File: src/rtl/search.sv
// Round-robin result scanner for an array of NB compute cores.
// Looks at one core per clock. On the first core found with its done flag set,
// it latches that core's address and pixel and holds them for the single
// downstream write port until release_search. Scanning then resumes at the
// next core, so a core that stays ready cannot starve the others.
module search #(
    parameter int NB = 4
) (
    input  logic             clk,
    input  logic             n_rst,
    input  logic [NB*32-1:0] cataddresses,
    input  logic [NB*8-1:0]  catpixels,
    input  logic [NB-1:0]    done,
    input  logic             release_search,
    output logic [31:0]      sel_address,
    output logic [7:0]       sel_data,
    output logic             found,
    output logic [NB-1:0]    mask
);

    // The pointer only has to reach NB-1. When NB is not a power of two the
    // top codes are never used, because the wrap below is explicit.
    localparam int PTR_W = (NB > 1) ? $clog2(NB) : 1;
    localparam logic [PTR_W-1:0] PTR_LAST = PTR_W'(NB - 1);

    typedef enum logic {
        SEARCH = 1'b0,
        HOLD   = 1'b1
    } state_t;

    state_t            state_q, state_d;
    logic [PTR_W-1:0]  ptr_q, ptr_d;
    logic              found_q, found_d;
    logic [NB-1:0]     mask_q, mask_d;
    logic [31:0]       addr_q, addr_d;
    logic [7:0]        data_q, data_d;

    // Unpacked views of the concatenated buses, plus a one-hot decode of ptr.
    logic [31:0]       addr_arr [NB];
    logic [7:0]        pix_arr  [NB];
    logic [NB-1:0]     ptr_onehot;

    logic [31:0]       cand_addr;
    logic [7:0]        cand_data;
    logic              cand_done;
    logic [PTR_W-1:0]  ptr_inc;

    // The decode compares ptr against each legal index. An unused pointer code
    // therefore selects nothing and never reads past the last slice.
    genvar gi;
    generate
        for (gi = 0; gi < NB; gi++) begin : g_slice
            assign addr_arr[gi]   = cataddresses[gi*32 +: 32];
            assign pix_arr[gi]    = catpixels[gi*8 +: 8];
            assign ptr_onehot[gi] = (ptr_q == PTR_W'(gi));
        end
    endgenerate

    // AND-OR mux of the slice under the pointer. Only done[ptr] and that slice
    // can reach the state.
    always_comb begin
        cand_addr = '0;
        cand_data = '0;
        for (int i = 0; i < NB; i++) begin
            if (ptr_onehot[i]) begin
                cand_addr = cand_addr | addr_arr[i];
                cand_data = cand_data | pix_arr[i];
            end
        end
        cand_done = |(done & ptr_onehot);
    end

    // Pointer increment with explicit wrap from NB-1 back to core 0.
    always_comb begin
        ptr_inc = '0;
        if (ptr_q != PTR_LAST) begin
            ptr_inc = ptr_q + PTR_W'(1);
        end
    end

    // Next-state logic for the scan/hold controller.
    always_comb begin
        state_d = state_q;
        ptr_d   = ptr_q;
        found_d = found_q;
        mask_d  = mask_q;
        addr_d  = addr_q;
        data_d  = data_q;
        case (state_q)
            SEARCH: begin
                if (cand_done) begin
                    // Latch the winner. ptr stays on it until the release.
                    addr_d  = cand_addr;
                    data_d  = cand_data;
                    found_d = 1'b1;
                    mask_d  = ptr_onehot;
                    state_d = HOLD;
                end else begin
                    ptr_d = ptr_inc;
                end
            end
            HOLD: begin
                // The captured values stay in place and ignore done and the
                // buses. Release moves on to the next core. It clears found and
                // mask, but sel_address and sel_data keep their last values.
                if (release_search) begin
                    found_d = 1'b0;
                    mask_d  = '0;
                    ptr_d   = ptr_inc;
                    state_d = SEARCH;
                end
            end
            default: begin
                state_d = SEARCH;
            end
        endcase
    end

    // State and output registers. Reset clears everything at once, without
    // waiting for a clock edge.
    always_ff @(posedge clk or negedge n_rst) begin
        if (!n_rst) begin
            state_q <= SEARCH;
            ptr_q   <= '0;
            found_q <= 1'b0;
            mask_q  <= '0;
            addr_q  <= '0;
            data_q  <= '0;
        end else begin
            state_q <= state_d;
            ptr_q   <= ptr_d;
            found_q <= found_d;
            mask_q  <= mask_d;
            addr_q  <= addr_d;
            data_q  <= data_d;
        end
    end

    assign sel_address = addr_q;
    assign sel_data    = data_q;
    assign found       = found_q;
    assign mask        = mask_q;

    // Structural invariants of the controller.
    a_mask_onehot : assert property (@(posedge clk) disable iff (!n_rst)
        found_q |-> $onehot(mask_q));
    a_mask_idle   : assert property (@(posedge clk) disable iff (!n_rst)
        !found_q |-> (mask_q == '0));
    a_ptr_range   : assert property (@(posedge clk) disable iff (!n_rst)
        ptr_q <= PTR_LAST);

endmodule

File: config.mk
export PLATFORM = sky130hd
export DESIGN_NAME = search
export DESIGN_NICKNAME = d
export VERILOG_FILES = /design/src/rtl/search.sv
export SDC_FILE = /design/constraint.sdc
export NUM_CORES = 1
export LEC_CHECK = 0
export CORE_MARGIN = 2
export CORE_UTILIZATION = 38
export DETAILED_ROUTE_END_ITERATION = 16
export GPL_TIMING_DRIVEN = 0
export PLACE_DENSITY = 0.86
export SYNTH_ARGS = -nofsm -noshare
export SYNTH_HDL_FRONTEND = slang
export SYNTH_SLANG_ARGS = --single-unit
File: constraint.sdc
create_clock -name clk -period 3.9 [get_ports clk]
set_input_delay 0.39 -clock clk [delete_from_list [all_inputs] [get_ports clk]]
set_output_delay 0.39 -clock clk [all_outputs]
set_load 0.005 [all_outputs]
# After elaboration in Yosys (flattened, before gate mapping)
# Index checks and enable logic that the tools add are counted.
[op_classes] addsub=1 n_mul=0 div_mod_pow=0 order_cmp=0 n_eq_ne=7 shift=0 n_mux=21 n_bitwise=8 reduce_logical=5
[op_table] operator="two-way mux 32 bit" n=4
[op_table] operator="OR 32 bit" n=3
[op_table] operator="two-way mux 8 bit" n=4
[op_table] operator="OR 8 bit" n=3
[op_table] operator="two-way mux 4 bit" n=2
[op_table] operator="!= test 2 bit, second input constant" n=4
[op_table] operator="case mux 4 bit (2 select lines)" n=1
[op_table] operator="two-way mux 2 bit" n=3
[op_table] operator="AND reduction 2 bit" n=3
[op_table] operator="AND 4 bit" n=1
[op_table] operator="equality test 2 bit, second input constant" n=2
[op_table] operator="two-way mux 1 bit" n=4
[op_table] operator="case mux 1 bit (2 select lines)" n=2
[op_table] operator="case mux 2 bit (2 select lines)" n=1
[op_table] operator="OR reduction 4 bit" n=1
[op_table] operator="adder 2 x 1 -> 2 bit, second input constant" n=1
[op_table] operator="equality test 2 x 1 -> 1 bit, second input constant" n=1
[op_table] operator="logical NOT 2 bit" n=1
[op_table] operator="NOT 1 bit" n=1
[totals] ff_bits=48 latch_bits=0 ramBits=0 rom_bits=0 in_bits=167 out_inout_bits=45 elab_cells=48 memories=0

# Logic depth before layout (Yosys ltp)
# Gate-level depths: netlist of the first run.
[logic_depth] ltp_word=8 mapped_depth=7 mapped_depth_nobuf=5

# Least setup slack after synthesis of the first run
# Ideal clock, no wire load.
[synth_timing] path_type="register to register" start="register ptr_q[0]" end="register ptr_q[0]" setup_time_ps=128 arrival_ps=1625 required_time_ps=3772 path_slack_ps=2147 path_stages_with_launch=7 n_path_buf=1 synth_period_minus_slack_ps=1753 cell_sequence="dfrtp_1 -> inv_1 -> ha_1 -> buf_6 -> a22o_1 -> o31ai_4 -> mux2_1"
[synth_between] elab_chain_cells=5 elab_cells_between_ends=14 classes_between="1 x add/sub; 5 x eq/ne; 4 x mux; 1 x bitwise; 3 x reduce/logical"
[synth_lines] item="start: declaration" line_no="32" rtl="logic [PTR_W-1:0] ptr_q, ptr_d;"
[synth_lines] item="start signal: assignment" line_no="131" rtl="ptr_q <= ptr_d;"
[synth_lines] item="equality test 2 x 1 -> 1 bit (tied with other cells)" line_no="55" rtl="assign ptr_onehot[gi] = (ptr_q == PTR_W'(gi));"
[synth_lines] item="AND 4 bit" line_no="70" rtl="cand_done = |(done & ptr_onehot);"
[synth_lines] item="OR reduction 4 bit" line_no="70"
[synth_lines] item="!= test 2 bit (no line)"
[synth_lines] item="AND reduction 2 bit (no line)"
# Several ways; a longest one is shown, not always the timed one. The select of a mux whose other input is x is not followed.
# A chain may end at the register's enable or synchronous reset.

# Worst setup path after layout of the first run
[layout_timing] start="register ptr_q[0]" end="register addr_q[3], in the netlist sel_address[3]"
[layout_between] elab_chain_cells=8 elab_cells_between_ends=14 classes_between="3 x eq/ne; 4 x mux; 4 x bitwise; 3 x reduce/logical"
[layout_lines] item="logical NOT 2 bit" line_no="55"
[layout_lines] item="two-way mux 32 bit" line_no="65" rtl="if (ptr_onehot[i]) begin"
[layout_lines] item="OR 32 bit" line_no="66" rtl="cand_addr = cand_addr | addr_arr[i];"
[layout_lines] item="two-way mux 32 bit" line_no="65"
[layout_lines] item="OR 32 bit" line_no="66"
[layout_lines] item="two-way mux 32 bit" line_no="65"
[layout_lines] item="OR 32 bit" line_no="66"
[layout_lines] item="two-way mux 32 bit" line_no="65"
[layout_lines] item="end signal: assignment" line_no="134" rtl="addr_q <= addr_d;"
[layout_lines] item="end: declaration" line_no="35" rtl="logic [31:0] addr_q, addr_d;"
# Several ways; a longest one is shown, not always the timed one.

==> qor.csv, run 1 <==
stage,metric,value,unit
die,io_pins,212,
layout,n_fill_cell,591,
layout,final_common_cell,clkdlybuf4s50_1,
logic_synthesis,ys_types,23,
detailed_routing,wire_per_inst,18.7,um
clocking,worstSkewPairLatency,0.30,ns
sta,rsz0062_at_grt,no,
logic_synthesis,syn_nets,445,
clocking,cts_buffers,5,
logic_synthesis,syn_inst,274,
sta,fmax,507,MHz
place,dp_hpwl,8600,um
sta,finalCritPeriodShare,50.6,%
job,drv_cap,0,
logic_synthesis,yosys.area_share.adder,1.66,%
global_routing,antenna_found_initial,0,
clocking,htree_levels,2,
logic_synthesis,synthTopCellsByArea,"dfrtp_1, a22oi_1, mux2_4, nand2_1, buf_6",
layout,regArea,1200,um2
worst_setup_path,reg2regPathDepth,7,
global_routing,grt_pass1_vias,3304,
logic_synthesis,synth_compound_area_share,24.0,%
worst_setup_path,worst_ep_required_time,4.08,ns
global_routing,grt_pass1_wl,17000,um
logic_synthesis,synth_area_per_cell,11.0,um2
worst_setup_path,critical_path.startpoint_type,flip-flop,
layout,layout_common_cells,"clkdlybuf4s50_1, a22oi_1, dfrtp_1, nand2_1, mux2_4",
detailed_routing,finalWirelength,11100,um
worst_setup_path,rr_endpoint,sel_address[3]$_DFFE_PN0P_,
power,power.share.clock,9.5,%
power,swShare,37.4,%
logic_synthesis,synth_warnings,0,
detailed_routing,final_antenna_net_count,0,
clocking,cts_tree,done,
die,start_util,39.2,%
sta,tns,0,ns
layout,drive_gt1_share,12.3,%
global_routing,grt_use_total,25.2,%
die,die_w,93.1,um
sta,clock_skew,0.00771,ns
min_path,hold_path.class,input port to asynchronous set/reset pin,
worst_setup_path,critPathCaptureType,flip-flop,
worst_setup_path,critPathArrivalTime,2.15,ns
clocking,cts_buffer_depth,2,
sta,final-max-slew-violation-count,0,
detailed_routing,dr.pass1.iters,6,
power,cellLeakagePower,2.30,nW
clocking,cts_hold_buf,0,
logic_synthesis,synth_seq_area_share,39.9,%
logic_synthesis,synth_seq_cells,48,
place,port_buffers,211,
layout,multi_input_area,1670,um2
logic_synthesis,synthXorXnorAreaFrac,0,%
sta,worstMarginPinSlew,0.679,ns
layout,insertedDiodeCount,0,
die,rows,32,
outcome,status,completed,
place,place.gp.congestion,0.817,
clocking,clock-root-buffer,clkbuf_8,
power,p_sw,1.41,mW
clocking,post_cts_buffers,0,
global_routing,overflow,0,
power,pwr-share-seq,24.0,%
die,die_h,93.1,um
sta,hold_viol,0,
power,internal_power,2.37,mW
logic_synthesis,yosysTopAreaCellShare,39.9,%
logic_synthesis,synth_mux_area_share,20.7,%
power,combPwrFrac,66.5,%
detailed_routing,drc,0,
detailed_routing,vias,3120,
die,dieArea,8660,um2
worst_setup_path,r2r_start,ptr_q[0]$_DFFE_PN0P_,
power,ir_drop,0.387,mV
global_routing,grt_start_max_net_pins,27,
layout,syn_to_final_growth,78.4,%
worst_setup_path,worstPathMaxFanout,10,
layout,utilization,69.9,%
clocking,clk_pin_slew,0.09,ns
worst_setup_path,reg2reg_slack,1.93,ns
logic_synthesis,synth_simple_gate_area_share,8.97,%
layout,nets,664,
logic_synthesis,synth_area,3010,um2
clocking,post_cts_resized,0,
sta,relSlewSlack,54.7,%
sta,min_period,1.97,ns
sta,finalSetupViolCount,0,
detailed_routing,viasPerCell,5.23,
logic_synthesis,synth_top_family_by_area,compound AO/OA/AOI/OAI gates,
worst_setup_path,critPathKind,flip-flop to flip-flop,
die,core_area,7690,um2
power,p_per_area,703,nW/um2
detailed_routing,drt-initial-drc-count,134,
logic_synthesis,yosys.area.top_type,dfrtp_1,
clocking,cts_num_sinks,48,
==> final cells by class <==
cell class              instances  area share [%]
well taps                     102            2.37
flip-flops and latches         48            22.3
repair buffers                212            39.6
multi-input cells             198            31.0
clock inverters                 2           0.652
inverters                       3           0.209
clock buffers                   6            1.35
plain buffers                  25            2.51
==> per-layer routing <==
| metal | vias to the layer above | share of wire, % | global-route usage [%] |
|---|---|---|---|
| met5 | - | 0 | 0 |
| met4 | 0 | 1.9 | 6.74 |
| met3 | 18 | 6.8 | 5.00 |
| met2 | 141 | 51 | 44.3 |
| met1 | 1493 | 40 | 31.7 |
| li1 | 1468 | - | - |
==> critical path: stages (launching register included) <==
cell and delay [ns]:
dfrtp_1 0.44, inv_1 0.10, ha_1 0.14, buf_2 0.21, a22oi_4 0.14, a21oi_4 0.27
buf_6 0.22, mux2_4 0.32
==> worst max-delay path by stage <==
stage,startpoint,endpoint,cells after the start
3_3_place_gp,n_rst,sel_address[2]$_DFFE_PN0P_,1
3_5_place_dp,done[2],sel_address[17]$_DFFE_PN0P_,5
5_1_grt,ptr_q[0]$_DFFE_PN0P_,sel_address[3]$_DFFE_PN0P_,7
4_1_cts,ptr_q[0]$_DFFE_PN0P_,sel_address[17]$_DFFE_PN0P_,7
2_1_floorplan,ptr_q[0]$_DFFE_PN0P_,ptr_q[0]$_DFFE_PN0P_,6
6_report,ptr_q[0]$_DFFE_PN0P_,sel_address[3]$_DFFE_PN0P_,7
==> power groups by stage <==
stage | Clock [mW] | Combinational [mW] | Sequential, mW
after CTS | 0.367 | 2.52 | 0.904
after global routing | 0.387 | 2.72 | 0.934
after detailed placement | 0 | 2.51 | 0.907
after floorplan | 0 | 1.48 | 0.909
after global placement | 0 | 2.45 | 0.893
final | 0.360 | 2.51 | 0.907
==> cell usage after synthesis, drive strengths merged <==
cell type,n
nand2b,1
a22oi,82
nand3,4
nor2,1
nand4b,4
inv,3
nand2,45
o21ai,4
ha,4
mux2,42
buf,11
a22o,2
o31ai,1
nor2b,5
dfrtp,48
clkbuf,14
a21oi,2
nor3,1
==> flip-flops by register name, summed over array words and instances, names as in the netlist <==
register and flops:
found 1, sel_data 8, sel_address 32, ptr_q 2, state_q 1, mask 4
==> stage by stage <==
stage / std cells / area (um2) / setup WS [ns] / power (mW) / hold slack (ns)
after detailed placement: 588 / 5270 / 1.89 / 3.42 / 0.411
final: 596 / 5380 / 1.93 / 3.78 / 0.0695
after CTS: 596 / 5380 / 1.91 / 3.79 / 0.0855
after global placement: 587 / 5250 / 1.09 / 3.35 / 0.492
after global routing: 596 / 5380 / 1.79 / 4.05 / 0.0948
after floorplan: 274 / 3010 / 2.15 / 2.39 / 0.0944
==> cell families after synthesis <==
group,after synthesis
mux,42
buf+inv,28
flops,48
simple gates,61
fa+ha+maj,4
compound gates,91
Power figures use the tool's default switching activity.
==> run 2: changes to the inputs <==
- CORE_UTILIZATION: 38 -> 36
- PLACE_DENSITY: 0.86 -> 0.83
- clock period: 3.9 -> 1.93 ns (I/O delays scaled with it)
==> run 2 against run 1 <==
- setup slack got worse by 1.8 ns
- worst hold slack improved by 0.35 ns
- clock skew fell by 0.0015 ns
- utilization fell by 2.6 points
- total power rose by 110%
- register-to-register slack got worse by 1.8 ns
- sequential power rose by 100%
- clock power rose by 140%
- global-route usage fell by 1.6 points
- final area rose by 2.4%
- via count rose by 2.5%
==> qor.csv, run 2 (synthesis results as in run 1) <==
stage,metric,value,unit
power,p_sw,2.90,mW
sta,final-max-slew-violation-count,0,
worst_setup_path,worstPathMaxFanout,10,
power,ir_drop,0.764,mV
layout,insertedDiodeCount,0,
worst_setup_path,worst_ep_required_time,2.12,ns
clocking,cts_buffers,5,
layout,regArea,1200,um2
detailed_routing,wl_met3,806,um
global_routing,grt_start_max_net_pins,27,
die,dieArea,9120,um2
sta,finalCritPeriodShare,95.7,%
die,start_util,36.9,%
power,p_total,8.00,mW
power,p_per_area,1450,nW/um2
layout,final_common_cell,clkdlybuf4s50_1,
detailed_routing,dr.pass1.iters,5,
sta,min_period,1.85,ns
layout,n_fill_cell,646,
layout,drive_gt1_share,15.3,%
min_path,hold_path.class,input port to asynchronous set/reset pin,
clocking,worstSkewPairLatency,0.30,ns
place,dp_hpwl,8730,um
layout,nets,668,
die,core_area,8180,um2
worst_setup_path,reg2reg_slack,0.08,ns
clocking,cts_num_sinks,48,
worst_setup_path,critPathCaptureType,flip-flop,
die,die_w,95.5,um
clocking,clock-root-buffer,clkbuf_8,
detailed_routing,vias,3197,
detailed_routing,top_layer_used,met4,
sta,clock_skew,0.00619,ns
detailed_routing,wire_per_inst,18.9,um
detailed_routing,viasPerCell,5.31,
power,power.share.clock,10.9,%
detailed_routing,final_antenna_net_count,0,
clocking,clk_pin_slew,0.09,ns
clocking,cts_tree,done,
layout,final_area,5500,um2
place,port_buffers,211,
clocking,htree_levels,2,
global_routing,grt_use_total,23.6,%
detailed_routing,wl_met1,4480,um
detailed_routing,drt-initial-drc-count,131,
sta,relSlewSlack,62.0,%
sta,rsz0062_at_grt,no,
layout,multi_input_area,1680,um2
sta,fmax,541,MHz
power,cellLeakagePower,2.38,nW
detailed_routing,finalWirelength,11400,um
place,place.gp.congestion,0.746,
outcome,status,completed,
power,combPwrFrac,66.5,%
sta,worstMarginPinSlew,0.569,ns
layout,layout_common_cells,"clkdlybuf4s50_1, a22oi_1, dfrtp_1, nand2_1, mux2_4",
layout,largest_register_ffs,32,
sta,tns,0,ns
power,swShare,36.2,%
worst_setup_path,critPathArrivalTime,2.04,ns
die,rows,33,
clocking,cts_buffer_depth,2,
sta,hold_viol,0,
place,placed_area,5270,um2
detailed_routing,drc,0,
power,pwr-share-seq,22.6,%
die,io_pins,212,
global_routing,antenna_found_initial,0,
sta,finalSetupViolCount,0,
job,drv_cap,0,
global_routing,overflow,0,
worst_setup_path,critPathKind,flip-flop to flip-flop,
power,internal_power,5.10,mW
worst_setup_path,critical_path.startpoint_type,flip-flop,
global_routing,grt_pass1_vias,3216,
detailed_routing,wl_met2,6000,um
die,die_h,95.5,um
global_routing,grt_pass1_wl,16300,um
layout,syn_to_final_growth,82.6,%
## run 2: cell count changes in the layout (fill, tap and decap cells not counted), moves of 2 or more
cell      delta
buf_12       +4
buf_4        +3
buf_1        -2
buf_6        -4
a22o_1       -2
clkbuf_1     -8
clkbuf_2     +8
## run 2: timing repair
item / CTS / global route
gates resized for setup: 2 / 24
hold buffers: 1 / 0
pin swaps: 0 / 4
setup buffers: 0 / 4
endpoints found under the setup margin: 12 / 42
endpoints found under the hold margin: 22 / 0
## run 2: final cells by class
| type | instances | area share (%) |
|---|---|---|
| repair buffers | 217 | 39.6 |
| multi-input cells | 198 | 30.5 |
| clock inverters | 2 | 1.09 |
| flip-flops and latches | 48 | 21.8 |
| plain buffers | 24 | 3.12 |
| inverters | 3 | 0.205 |
| clock buffers | 5 | 1.25 |
| well taps | 105 | 2.39 |
## run 2: path summary, 6_finish.rpt
kind	startpoint	end	depth (start not counted)
max in group asynchronous	n_rst	sel_address[27]$_DFFE_PN0P_	3
min in group clk	sel_address[28]$_DFFE_PN0P_	sel_address[28]$_DFFE_PN0P_	1
worst min-delay path	n_rst	sel_address[11]$_DFFE_PN0P_	2
worst min register to register	sel_address[28]$_DFFE_PN0P_	sel_address[28]$_DFFE_PN0P_	1
worst max-delay path	ptr_q[1]$_DFFE_PN0P_	sel_address[27]$_DFFE_PN0P_	8
worst max register to register	ptr_q[1]$_DFFE_PN0P_	sel_address[27]$_DFFE_PN0P_	8
## run 2: power groups by stage
stage / clock, mW / combinational [mW] / sequential (mW)
after global routing: 0.918 / 5.69 / 1.88
final: 0.870 / 5.32 / 1.81
after detailed placement: 0 / 5.08 / 1.82
after global placement: 0 / 4.99 / 1.80
after floorplan: 0 / 2.99 / 1.84
after CTS: 0.875 / 5.11 / 1.81
## run 2: metal layers
layer | vias to the layer above | track usage (%)
li1 | 1475 | -
met1 | 1568 | 27.4
met2 | 144 | 44.5
met3 | 10 | 5.06
met4 | 0 | 4.76
met5 | - | 0
## run 2: stage by stage
step	utilization [%]	instances	setup WS, ns	hold slack, ns
3_3_place_gp	64.3	590	-0.704	0.493
3_5_place_dp	64.5	591	-0.0441	0.218
2_1_floorplan	-	274	0.177	-0.103
4_1_cts	66.2	599	-0.00750	0.438
6_report	67.3	602	0.0831	0.423
5_1_grt	67.3	602	0.00304	0.454
## run 2: worst max-delay path, cell delays in order, from the launching register on
cell and delay (ns):
dfrtp_1 0.42, inv_1 0.09, ha_1 0.14, buf_2 0.20, a22oi_4 0.09, a21oi_4 0.18
buf_12 0.14, buf_8 0.16, mux2_4 0.31
==> run 3: changes to the inputs <==
- CORE_UTILIZATION: 36 -> 32
- PLACE_DENSITY: 0.83 -> 0.78
- SKIP_LAST_GASP: not set -> 1
- clock period: 1.93 -> 1.54 ns (I/O delays scaled with it)
==> run 3 against run 2 <==
- the flow now finishes with violations (negative setup slack)
- sequential power grew 28%
- combinational power grew 43%
- register-to-register slack lost 0.40 ns
- final cell count grew 3.3%
- worst hold slack lost 0.058 ns
- total power grew 36%
- clock power grew 7.8%
- global-route usage shrank 0.71 points
- final area grew 5.2%
- clock skew grew 0.0036 ns
- via count is essentially flat
- highest routed layer unchanged
==> qor.csv, run 3 (synthesis results as in run 1) <==
stage,metric,value,unit
place,placed_area,5310,um2
worst_setup_path,crit_top_cell,buf_12,
layout,insertedDiodeCount,0,
layout,final_common_cell,clkdlybuf4s50_1,
sta,worstMarginPinSlew,0.546,ns
clocking,cts_buffer_depth,2,
clocking,worstSkewPairLatency,0.30,ns
die,rows,35,
global_routing,overflow,0,
clocking,cts_tree,done,
layout,nets,681,
sta,fin_ws,-0.316,ns
worst_setup_path,crit_buf_inv,4,
global_routing,antenna_found_initial,0,
sta,hold_ws,0.365,ns
layout,final_area,5790,um2
place,dp_hpwl,9140,um
detailed_routing,finalWirelength,12100,um
detailed_routing,vias,3199,
die,dieArea,10200,um2
worst_setup_path,crit_family,buffers and inverters,
layout,largest_register_ffs,32,
worst_setup_path,startpoint,ptr_q[0]$_DFFE_PN0P_,
clocking,cts_num_sinks,48,
min_path,hold_path.class,input port to asynchronous set/reset pin,
sta,finalCritPeriodShare,121,%
outcome,status,"complete, but fails checks",
die,start_util,32.8,%
worst_setup_path,r2r_start,ptr_q[0]$_DFFE_PN0P_,
worst_setup_path,rr_endpoint,sel_address[9]$_DFFE_PN0P_,
sta,hold_viol,0,
global_routing,grt_pass1_vias,3408,
sta,relSlewSlack,63.6,%
clocking,cts_buffers,5,
power,ir_drop,1.07,mV
worst_setup_path,path_depth,8,
global_routing,grt_use_total,22.9,%
layout,regArea,1200,um2
clocking,clk_pin_slew,0.10,ns
die,die_h,101,um
detailed_routing,wire_per_inst,19.4,um
layout,multi_input_area,1750,um2
worst_setup_path,critical_path.startpoint_type,flip-flop,
sta,fmax,539,MHz
worst_setup_path,reg2reg_slack,-0.32,ns
worst_setup_path,worst_ep_required_time,1.74,ns
worst_setup_path,critPathArrivalTime,2.05,ns
die,io_pins,212,
worst_setup_path,crit_chain,buf_12 > ha_4 > buf_6 > a22oi_4 > a21oi_4 > buf_12 > clkbuf_16 > mux2_4,
die,core_area,9200,um2
detailed_routing,drc,0,
sta,clock_skew,0.00979,ns
layout,n_fill_cell,750,
job,drv_cap,0,
worst_setup_path,slowest_delay,0.46,ns
worst_setup_path,reg2regPathDepth,8,
sta,final-max-slew-violation-count,0,
sta,rsz0062_at_grt,yes,
sta,finalSetupViolCount,44,
detailed_routing,viasPerCell,5.14,
worst_setup_path,critPathKind,flip-flop to flip-flop,
detailed_routing,dr.pass1.iters,4,
detailed_routing,final_antenna_net_count,0,
worst_setup_path,critPathCaptureType,flip-flop,
place,port_buffers,211,
clocking,clock-root-buffer,clkbuf_8,
worst_setup_path,crit_slowest_cell,dfrtp_2,
die,die_w,101,um
worst_setup_path,worstPathMaxFanout,7,
sta,min_period,1.86,ns
detailed_routing,drt-initial-drc-count,120,
power,p_total,10.9,mW
layout,layout_common_cells,"clkdlybuf4s50_1, a22oi_1, dfrtp_1, nand2_1, mux2_4",
place,place.gp.congestion,0.756,
power,p_per_area,1880,nW/um2
global_routing,grt_start_max_net_pins,28,
outcome,violations,negative setup slack,
clocking,htree_levels,2,
layout,syn_to_final_growth,92.0,%
power,cellLeakagePower,2.50,nW
layout,drive_gt1_share,21.3,%
global_routing,grt_pass1_wl,17800,um
-- run 3: where the power goes --
| part | leakage [nW] | internal (mW) | switching [mW] | total (mW) |
|---|---|---|---|---|
| Sequential | 0.587 | 1.90 | 0.405 | 2.31 |
| Clock | 0.0541 | 0.482 | 0.457 | 0.938 |
| Combinational | 1.86 | 4.54 | 3.08 | 7.62 |
-- run 3: how the worst max path moves through the flow --
| stage | end | slack (ns) |
|---|---|---|
| after global routing | sel_address[8]$_DFFE_PN0P_ | -0.35 |
| after detailed placement | sel_data[7]$_DFFE_PN0P_ | -0.41 |
| after CTS | sel_address[10]$_DFFE_PN0P_ | -0.29 |
| after floorplan | ptr_q[0]$_DFFE_PN0P_ | -0.19 |
| after global placement | mask[2]$_DFFE_PN0P_ | -1.03 |
| final | sel_address[9]$_DFFE_PN0P_ | -0.32 |
-- run 3: worst register-to-register path, delay by kind of cell, from the launching register on --
| kind | cells | cell delay, ns |
|---|---|---|
| AOI/OAI and AO/OA | 2 | 0.27 |
| adders and majority gates | 1 | 0.14 |
| buffers and inverters | 4 | 0.59 |
| DFF | 1 | 0.46 |
| muxes | 1 | 0.30 |
-- run 3: layer usage --
metal,share of wire [%],up-vias,global-route usage (%)
li1,-,1508,-
met1,40,1537,26.6
met2,52,136,43.0
met3,6.3,18,4.72
met4,1.7,0,5.09
met5,0,-,0
-- run 3: layout make-up --
type	count	share of cell area, %
repair buffers	230	40.6
multi-input cells	198	30.2
flip-flops and latches	48	20.8
plain buffers	24	3.83
well taps	111	2.40
clock buffers	5	1.19
clock inverters	3	0.735
inverters	3	0.238
-- run 3: what timing repair did --
action / CTS / global route
gates cloned: 2 / 1
setup buffers: 12 / 3
hold buffers: 1 / 0
endpoints found under the hold margin: 21 / 0
setup endpoints to repair: 47 / 48
gates resized for setup: 47 / 15
pin swaps: 6 / 1
-- run 3: through the flow --
step | utilization (%) | TNS, ns | worst slack (ns) | instances
floorplan | - | -5.44 | -0.186 | 274
global placement | 57.6 | -61.77 | -1.03 | 596
detailed placement | 57.8 | -15.08 | -0.407 | 597
CTS | 62.1 | -11.47 | -0.287 | 619
global route | 62.9 | -14.13 | -0.346 | 622
finish | 62.9 | -12.40 | -0.316 | 622
